## config.mk

```make
export PLATFORM = sky130hd
export DESIGN_NAME = axicb_scfifo_vr_flat
export DESIGN_NICKNAME = d
export VERILOG_FILES = /design/src/rtl/axicb_scfifo_vr_if.sv /design/src/rtl/axicb_scfifo_vr.sv /design/src/flat_wrapper.sv
export SDC_FILE = /design/constraint.sdc
export NUM_CORES = 2
export LEC_CHECK = 0
export BUFFER_PORTS_ARGS = -buffer_cell sky130_fd_sc_hd__buf_2
export CORE_MARGIN = 2
export CORE_UTILIZATION = 28
export DETAILED_ROUTE_END_ITERATION = 16
export GPL_ROUTABILITY_DRIVEN = 0
export GPL_TIMING_DRIVEN = 0
export PLACE_DENSITY = 0.4
export SLEW_MARGIN = 25
export SYNTH_ARGS = -nofsm -noshare
export SYNTH_HDL_FRONTEND = slang
export SYNTH_SLANG_ARGS = --single-unit
```

## constraint.sdc

```tcl
create_clock -name aclk -period 3.1 [get_ports aclk]
set_input_delay 0 -clock aclk [delete_from_list [all_inputs] [get_ports aclk]]
set_output_delay 0 -clock aclk [all_outputs]
set_load 0.02 [all_outputs]
```

## src/rtl/axicb_scfifo_vr_if.sv

```systemverilog
// Valid/ready bus of the single-clock crossbar FIFO: write side, read side and fill status.
// The FIFO connects through the slave modport and its user through master.
interface axicb_scfifo_vr_if #(
  parameter int unsigned ADDR_WIDTH = 8,
  parameter int unsigned DATA_WIDTH = 8
);
  logic                  i_valid;
  logic                  i_ready;
  logic [DATA_WIDTH-1:0] i_data;
  logic                  o_valid;
  logic                  o_ready;
  logic [DATA_WIDTH-1:0] o_data;
  logic [ADDR_WIDTH:0]   fill;
  logic                  afull;
  logic                  aempty;

  modport slave (
    input  i_valid, i_data, o_ready,
    output i_ready, o_valid, o_data, fill, afull, aempty
  );

  modport master (
    output i_valid, i_data, o_ready,
    input  i_ready, o_valid, o_data, fill, afull, aempty
  );
endinterface

```

## src/rtl/axicb_scfifo_vr.sv

```systemverilog
// Single-clock valid/ready FIFO on a 1W/1R register-file RAM, with an optional
// output register stage (FFD_EN) that adds one entry of capacity.
module axicb_scfifo_vr #(
  parameter int unsigned ADDR_WIDTH    = 8,
  parameter int unsigned DATA_WIDTH    = 8,
  parameter int unsigned FFD_EN        = 0,
  parameter int unsigned AFULL_THRESH  = (2**ADDR_WIDTH) - 1,
  parameter int unsigned AEMPTY_THRESH = 1
) (
  input  logic             aclk,
  input  logic             aresetn,
  input  logic             flush,
  axicb_scfifo_vr_if.slave bus
);

  localparam int unsigned DEPTH = 2**ADDR_WIDTH;
  localparam int unsigned CAP   = DEPTH + ((FFD_EN != 0) ? 1 : 0);

  typedef logic [ADDR_WIDTH-1:0] ptr_t;
  typedef logic [ADDR_WIDTH:0]   cnt_t;

  localparam cnt_t CAP_C    = cnt_t'(CAP);
  localparam cnt_t AFULL_C  = cnt_t'(AFULL_THRESH);
  localparam cnt_t AEMPTY_C = cnt_t'(AEMPTY_THRESH);
  localparam cnt_t CNT_ONE  = cnt_t'(1);
  localparam ptr_t PTR_ONE  = ptr_t'(1);

  logic [DATA_WIDTH-1:0] ram_q [DEPTH];

  ptr_t                  wr_ptr_q, wr_ptr_d;
  ptr_t                  rd_ptr_q, rd_ptr_d;
  cnt_t                  cnt_q,    cnt_d;
  logic                  oval_q,   oval_d;
  logic [DATA_WIDTH-1:0] oreg_q,   oreg_d;

  logic                  full;
  logic                  push;
  logic                  pop;
  logic                  load;
  logic                  ram_rd;
  logic                  ram_we;
  logic                  head_valid;
  cnt_t                  fill_w;
  logic [DATA_WIDTH-1:0] ram_rdata;

  assign ram_rdata = ram_q[rd_ptr_q];

  // cnt_q counts RAM entries only; the output register adds its valid bit on top.
  always_comb begin
    fill_w     = cnt_q + cnt_t'(oval_q);
    full       = (fill_w == CAP_C);
    push       = bus.i_valid & ~full;
    head_valid = (FFD_EN != 0) ? oval_q : (cnt_q != '0);
    pop        = head_valid & bus.o_ready;
    load       = (FFD_EN != 0) && (cnt_q != '0) && (!oval_q || pop);
    ram_rd     = (FFD_EN != 0) ? load : pop;
    ram_we     = push & ~flush;
  end

  always_comb begin
    wr_ptr_d = wr_ptr_q;
    rd_ptr_d = rd_ptr_q;
    cnt_d    = cnt_q;
    oval_d   = oval_q;
    oreg_d   = oreg_q;
    if (flush) begin
      wr_ptr_d = '0;
      rd_ptr_d = '0;
      cnt_d    = '0;
      oval_d   = 1'b0;
    end else begin
      if (push) begin
        wr_ptr_d = wr_ptr_q + PTR_ONE;
      end
      if (ram_rd) begin
        rd_ptr_d = rd_ptr_q + PTR_ONE;
      end
      if (push && !ram_rd) begin
        cnt_d = cnt_q + CNT_ONE;
      end else if (!push && ram_rd) begin
        cnt_d = cnt_q - CNT_ONE;
      end
      // A pop empties the output register unless a refill lands in the same edge.
      if (load) begin
        oval_d = 1'b1;
        oreg_d = ram_rdata;
      end else if (pop && (FFD_EN != 0)) begin
        oval_d = 1'b0;
      end
    end
  end

  always_ff @(posedge aclk or negedge aresetn) begin
    if (!aresetn) begin
      wr_ptr_q <= '0;
      rd_ptr_q <= '0;
      cnt_q    <= '0;
      oval_q   <= 1'b0;
      oreg_q   <= '0;
    end else begin
      wr_ptr_q <= wr_ptr_d;
      rd_ptr_q <= rd_ptr_d;
      cnt_q    <= cnt_d;
      oval_q   <= oval_d;
      oreg_q   <= oreg_d;
    end
  end

  always_ff @(posedge aclk) begin
    if (ram_we) begin
      ram_q[wr_ptr_q] <= bus.i_data;
    end
  end

  assign bus.i_ready = ~full;
  assign bus.o_valid = head_valid;
  assign bus.o_data  = (FFD_EN != 0) ? oreg_q : ram_rdata;
  assign bus.fill    = fill_w;
  assign bus.afull   = (fill_w >= AFULL_C);
  assign bus.aempty  = (fill_w <= AEMPTY_C);

endmodule

```

## src/flat_wrapper.sv

```systemverilog
// flat-port wrapper written by rule: the top's interface ports become plain ports
module axicb_scfifo_vr_flat 
#(
  parameter int unsigned ADDR_WIDTH    = 8,
  parameter int unsigned DATA_WIDTH    = 8,
  parameter int unsigned FFD_EN        = 0,
  parameter int unsigned AFULL_THRESH  = (2**ADDR_WIDTH) - 1,
  parameter int unsigned AEMPTY_THRESH = 1
)
  (aclk, aresetn, flush, bus_i_valid, bus_i_data, bus_o_ready, bus_i_ready, bus_o_valid, bus_o_data, bus_fill, bus_afull, bus_aempty);
  axicb_scfifo_vr_if #(.ADDR_WIDTH(ADDR_WIDTH), .DATA_WIDTH(DATA_WIDTH)) bus_i ();
  input  logic aclk;
  input  logic aresetn;
  input  logic flush;
  input wire logic [$bits(bus_i.i_valid)-1:0] bus_i_valid;
  input wire logic [$bits(bus_i.i_data)-1:0] bus_i_data;
  input wire logic [$bits(bus_i.o_ready)-1:0] bus_o_ready;
  output wire logic [$bits(bus_i.i_ready)-1:0] bus_i_ready;
  output wire logic [$bits(bus_i.o_valid)-1:0] bus_o_valid;
  output wire logic [$bits(bus_i.o_data)-1:0] bus_o_data;
  output wire logic [$bits(bus_i.fill)-1:0] bus_fill;
  output wire logic [$bits(bus_i.afull)-1:0] bus_afull;
  output wire logic [$bits(bus_i.aempty)-1:0] bus_aempty;
  assign bus_i.i_valid = bus_i_valid;
  assign bus_i.i_data = bus_i_data;
  assign bus_i.o_ready = bus_o_ready;
  assign bus_i_ready = bus_i.i_ready;
  assign bus_o_valid = bus_i.o_valid;
  assign bus_o_data = bus_i.o_data;
  assign bus_fill = bus_i.fill;
  assign bus_afull = bus_i.afull;
  assign bus_aempty = bus_i.aempty;
  axicb_scfifo_vr #(.ADDR_WIDTH(ADDR_WIDTH), .DATA_WIDTH(DATA_WIDTH), .FFD_EN(FFD_EN), .AFULL_THRESH(AFULL_THRESH), .AEMPTY_THRESH(AEMPTY_THRESH)) u_core (.aclk(aclk), .aresetn(aresetn), .flush(flush), .bus(bus_i));
endmodule
```

[Word-level counts from Yosys, hierarchy flattened]
Memories as Yosys holds them, arrays and structs flattened.
Index checks and enable logic that the tools add are counted.
Storage, ports and cells
  logic and storage cells: 33
  memories kept: 1
  bits in registers: 25
  memory bits (writable): 2048
Memories
  u_core.ram_q: depth 256, bits a word 8, rd ports 1, clocked after memory_dff 0, wr ports 1, line axicb_scfifo_vr.sv:28  | logic [DATA_WIDTH-1:0] ram_q [DEPTH];
Operators by class
  muxes and demuxes: 9
  add/sub/neg operators: 4
  bitwise operators: 5
  reduce and logical (&&, ||, !) cells: 8
  magnitude comparators: 2
  equality and inequality tests: 1
Operators by type and width (count)
  2-to-1 mux 8 bit: 4
  2-to-1 mux 9 bit: 3
  adder 8 x 1 -> 8 bit (second input constant): 2
  adder 9 x 1 -> 9 bit (second input constant): 1
  == test 9 bit (second input constant): 1
  greater-or-equal comparator 9 x 8 -> 1 bit (second input constant): 1
  less-or-equal comparator 9 x 1 -> 1 bit (second input constant): 1
  nonzero test 9 bit: 1
  subtractor 9 x 1 -> 9 bit (second input constant): 1
  nonzero test 2 bit: 2
  AND 1 bit: 3
  nonzero test 3 bit: 1
  logical AND 1 bit: 2
  logical NOT 1 bit: 2
  2-to-1 mux 1 bit: 2
  NOT 1 bit: 2

[Longest topological paths before layout]
  depth in word-level cells: 8
  gate-level depth with buffers: 12
  depth with buffers taken out: 8

[Worst setup path before layout]
OpenSTA, ideal clock, no wires.
  path kind: reg-to-reg
  start: register u_core.cnt_q[1]
  end: memory u_core.ram_q[100][0], enable pin
  clock period less this slack: 2718 ps
  path buffers: 2
  path slack: 382 ps
  library setup time: 370 ps
  arrival: 2347 ps
  stages on the path, launching flop included: 9
  cell sequence: dfrtp_1 -> inv_1 -> ha_1 -> nand2_1 -> o31a_1 -> clkbuf_1 -> nand4b_1 -> clkbuf_1 -> nor2_1
Between the ends
  cells in the longest elaborated chain, start to end: 6
RTL lines
  from (decl): line axicb_scfifo_vr.sv:32  | cnt_t cnt_q, cnt_d;
  from (signal assigned): line axicb_scfifo_vr.sv:103  | cnt_q <= cnt_d;
  == test 9 bit: line axicb_scfifo_vr.sv:51  | full = (fill_w == CAP_C);
  NOT 1 bit: line axicb_scfifo_vr.sv:52  | push = bus.i_valid & ~full;
  AND 1 bit: line axicb_scfifo_vr.sv:52
  AND 1 bit: line axicb_scfifo_vr.sv:57  | ram_we = push & ~flush;
  2-to-1 mux 1 bit: line axicb_scfifo_vr.sv:110  | if (ram_we) begin
  2-to-1 mux 1 bit (implied by the code): line axicb_scfifo_vr.sv:111  | ram_q[wr_ptr_q] <= bus.i_data;
  to (decl): line axicb_scfifo_vr.sv:28
Every way passes these cells.

[Worst setup path after layout]
  start: register u_core.rd_ptr_q[6]
  end: output bus_o_data[6]
Between the ends
  cells in the longest elaborated chain, start to end: 1
RTL lines
  from (decl): line axicb_scfifo_vr.sv:31  | ptr_t rd_ptr_q, rd_ptr_d;
  from (signal assigned): line axicb_scfifo_vr.sv:102  | rd_ptr_q <= rd_ptr_d;
  memory (256 x 8 bit)
  to (decl): line flat_wrapper.sv:20  | output wire logic [$bits(bus_i.o_data)-1:0] bus_o_data;
Every way passes these cells.

==> impl_results.md <==
- Status: finished with violations
- Failing checks: negative setup slack
- Most frequent cells in the layout: edfxtp_1 (2048), mux4_2 (406), clkbuf_16 (233)
- Post-DP HPWL: ~240 mm
- Number of I/O port buffers: 33
- Largest net degree at the start of global routing: 113
- Initial drt markers: around 7000
- Drt wl/cell: 43.1 um
- Syn Inst Count: 4013
- Clock transition at the registers of the reported paths: 60 ps
- Initial Utilization: 28.2%
- Post-route ant nets: 0
- Final WS setup: -1610 ps
- Total power: 78.2 mW
- TritonCTS Buffers: 225
- Die Ht: approximately 540 um
- XOR/XNOR Fraction of Synth Area: 0.248%
- Setup Crit Path Kind: reg -> out
- Largest family of logic cells by synthesized area: multiplexers
- Yosys reg bits: 2073
- Die Area: 294000 um^2
- Antenna violations before repair: 30
- Net Sw Frac: 31.3%
- Syn Std Cell Area: 81200 um^2
- Synth-to-Final Area Change: 26.5%
- Max rail drop VDD: 605 uV
- Ys flop type: edfxtp_1
- Rel. slew slack: ~15%
- Asr flop ratio synth: 1.21%
- Sequential cell fraction of total power: approximately two fifths
- Final Non-Filler Cells: 8525
- Count of cell types in the netlist: 73
- RSZ-0062 raised after global routing: yes
- Worst Path Max Fanout: 10
- Global-route wire length before repair: 469 mm
- Crit path DAT: 4710 ps
- Startpoint types: flop
- Syn Area/Cell: between 20 and 25 um^2
- CTS Root Cell: clkbuf_16
- Fmax: roughly 0.21 GHz
- GRT Total Usage: 24.6%
- Register area share after synthesis: 76.5%
- Layout cell share with drive strength beyond 1: between 30% and 40%
- Synth Area in Simple Gates: between 3 and 4%
- IO Pins: 34
- Period utilization: 152%
- Clk sinks: 2073
- Synth warn: 0
- Final Hold Fails: 0
- Setup TNS: -14260 ps
- Compound-gate portion of the synthesized area: 3.72%
- Post-synth EDFFs: 2048
- Clk pwr share: between 30 and 40%
- Vias in the first global route: 44900
- Type of element capturing the critical path: primary output
- DRT Pass-1 Iters: 5
- Worst slew pin tran: 1280 ps
- Commonest non-fill, non-tap cell in the layout: edfxtp_1
- Vias: 47300
- # setup viols final: 149
- Core area: 288000 um^2
- Std-Cell Rows: 197
- Net load switching power: ~25 mW
- Max H-tree Level: 4
- Pleak: around 31 nW
- Syn nets: 4036
- Comb pwr share: 26.3%
- Number of nets in the layout: 4578
- Adder-Cell Fraction of Synth Area: less than 1%
- Required @ worst endpoint: 3100 ps
- Clock skew: 46.6 ps
- # placed instances: 7890
- Drt drc: 0
- Clock buffer depth: 3
- Post-synthesis mux area share: 14.6%
- Clock period minus worst slack: 4710 ps
- Die width: ~540 um
- GRT overflow: 0
- Final WL: 367 mm
- Power Density: 762 nW/um^2
- Routed vias/inst: 5.55
- Clock Latency Late Sink: 910 ps
- HP Class: in -> reg
- P_int: 53.7 mW
- CTS tree: done
- Max-slew violation count: 0
- Max Cap Viol: 0
-- cell type report --
class / instances / area (um^2)
timing repair buffer: 322 / 4340
clock inverter: 116 / 1160
inverter: 12 / 50.0
clock buffer: 290 / 5920
sequential: 2073 / 62100
multi-input combinational: 1677 / 21000
antenna: 10 / 25.0
buffer: 244 / 3340
tap: 3781 / 4730
fill: 26600 / 185000
-- kinds of logic after synthesis --
kind of cell               Yosys count
xor gates and xnor gates            23
buffers and inverters              263
muxes                              673
AOI/OAI and AO/OA                  418
and+or+nand+nor                    553
DFF                               2073
adders and majority gates           10
-- metal layers --
metal	track usage [%]	share of wire (%)	vias to the layer above	wire length [um]
li1	-	-	17800	-
met1	33.6	42	26200	153000
met2	38.0	45	2644	166000
met3	4.20	7.6	645	28000
met4	11.5	5.3	6	19600
met5	0.296	0.042	-	153
-- synth_stat cells, drive strengths merged (4+ instances only) --
master	count	area [um^2]
o22ai	52	332
buf	140	963
o21ai	24	120
xnor2	15	131
o2111ai	5	43.8
mux4	406	9140
edfxtp	2048	61500
o32ai	7	61.3
a21oi	65	325
nand2	89	334
nor2	306	1150
ha	10	125
o31ai	14	105
or2	7	43.8
and2	12	75.1
o211ai	6	45.0
nor3b	4	30.0
nor2b	18	113
a31oi	21	131
a2111oi	5	43.8
a211oi	16	120
nand4	8	50.1
inv	11	41.3
nand3	31	155
and3	5	31.3
mux2i	253	2530
a22oi	72	541
a21boi	6	45.0
o311ai	7	61.3
a221oi	27	236
o221ai	42	368
mux2	14	158
nand2b	14	87.6
dfrtp	25	626
xor2	8	70.1
nor3	39	195
clkbuf	111	417
a22o	27	236
-- path summary, 6_finish.rpt --
| kind | depth (start not counted) | slack (ps) | startpoint | end |
|---|---|---|---|---|
| setup / recovery | 7 | -1610 | u_core.rd_ptr_q[6] | bus_o_data[6] |
| hold / removal | 4 | 60 | bus_o_ready | u_core.cnt_q[8] |
| setup reg to reg | 5 | -70 | u_core.wr_ptr_q[4] | u_core.ram_q[245][7] |
| hold reg to reg | 2 | 580 | u_core.wr_ptr_q[1] | u_core.wr_ptr_q[1] |
| max in group asynchronous | 4 | 2740 | aresetn | u_core.wr_ptr_q[6] |
| min in group asynchronous | 4 | 130 | aresetn | u_core.cnt_q[2] |
-- worst max-delay path, stage by stage, from the launching register on --
cell	delay, ps
dfrtp_1	600
inv_1	430
clkbuf_2	600
a31oi_2	460
o211ai_1	490
o31ai_4	660
o32ai_4	270
buf_6	210
-- power by group through the flow --
stage / sequential (mW) / clock [mW] / combinational, mW
after floorplan: 31.6 / 0 / 7.57
after global placement: 31.7 / 0 / 16.2
after detailed placement: 31.6 / 0 / 16.4
after CTS: 31.0 / 26.9 / 19.3
after global routing: 31.0 / 27.9 / 20.6
final: 31.0 / 26.6 / 20.6
-- stage by stage --
| step | worst slack (ps) | util [%] | hold WS [ps] | area, um^2 |
|---|---|---|---|---|
| 6_report | -1610 | 35.6 | 61.0 | 103000 |
| 5_1_grt | -1410 | 35.6 | 138 | 103000 |
| 4_1_cts | -1420 | 35.0 | 12.6 | 101000 |
| 3_5_place_dp | -2770 | 30.6 | 122 | 88000 |
| 3_3_place_gp | -4030 | 29.9 | 124 | 86100 |
| 2_1_floorplan | 382 | - | -296 | 81200 |
-- flip-flops by register name, summed over array words and instances, names as in the netlist --
name,flops
u_core.cnt_q,9
u_core.ram_q,2048
u_core.rd_ptr_q,8
u_core.wr_ptr_q,8
-- what timing repair did --
item,4_1_cts,5_1_grt
endpoints found under the setup margin,2062,1202
pin swaps,84,63
gates cloned,1,1
resized for setup,975,192
setup buffers,127,83
endpoints found under the hold margin,1492,0
hold buffers,14,0
Power figures use the tool's default switching activity.
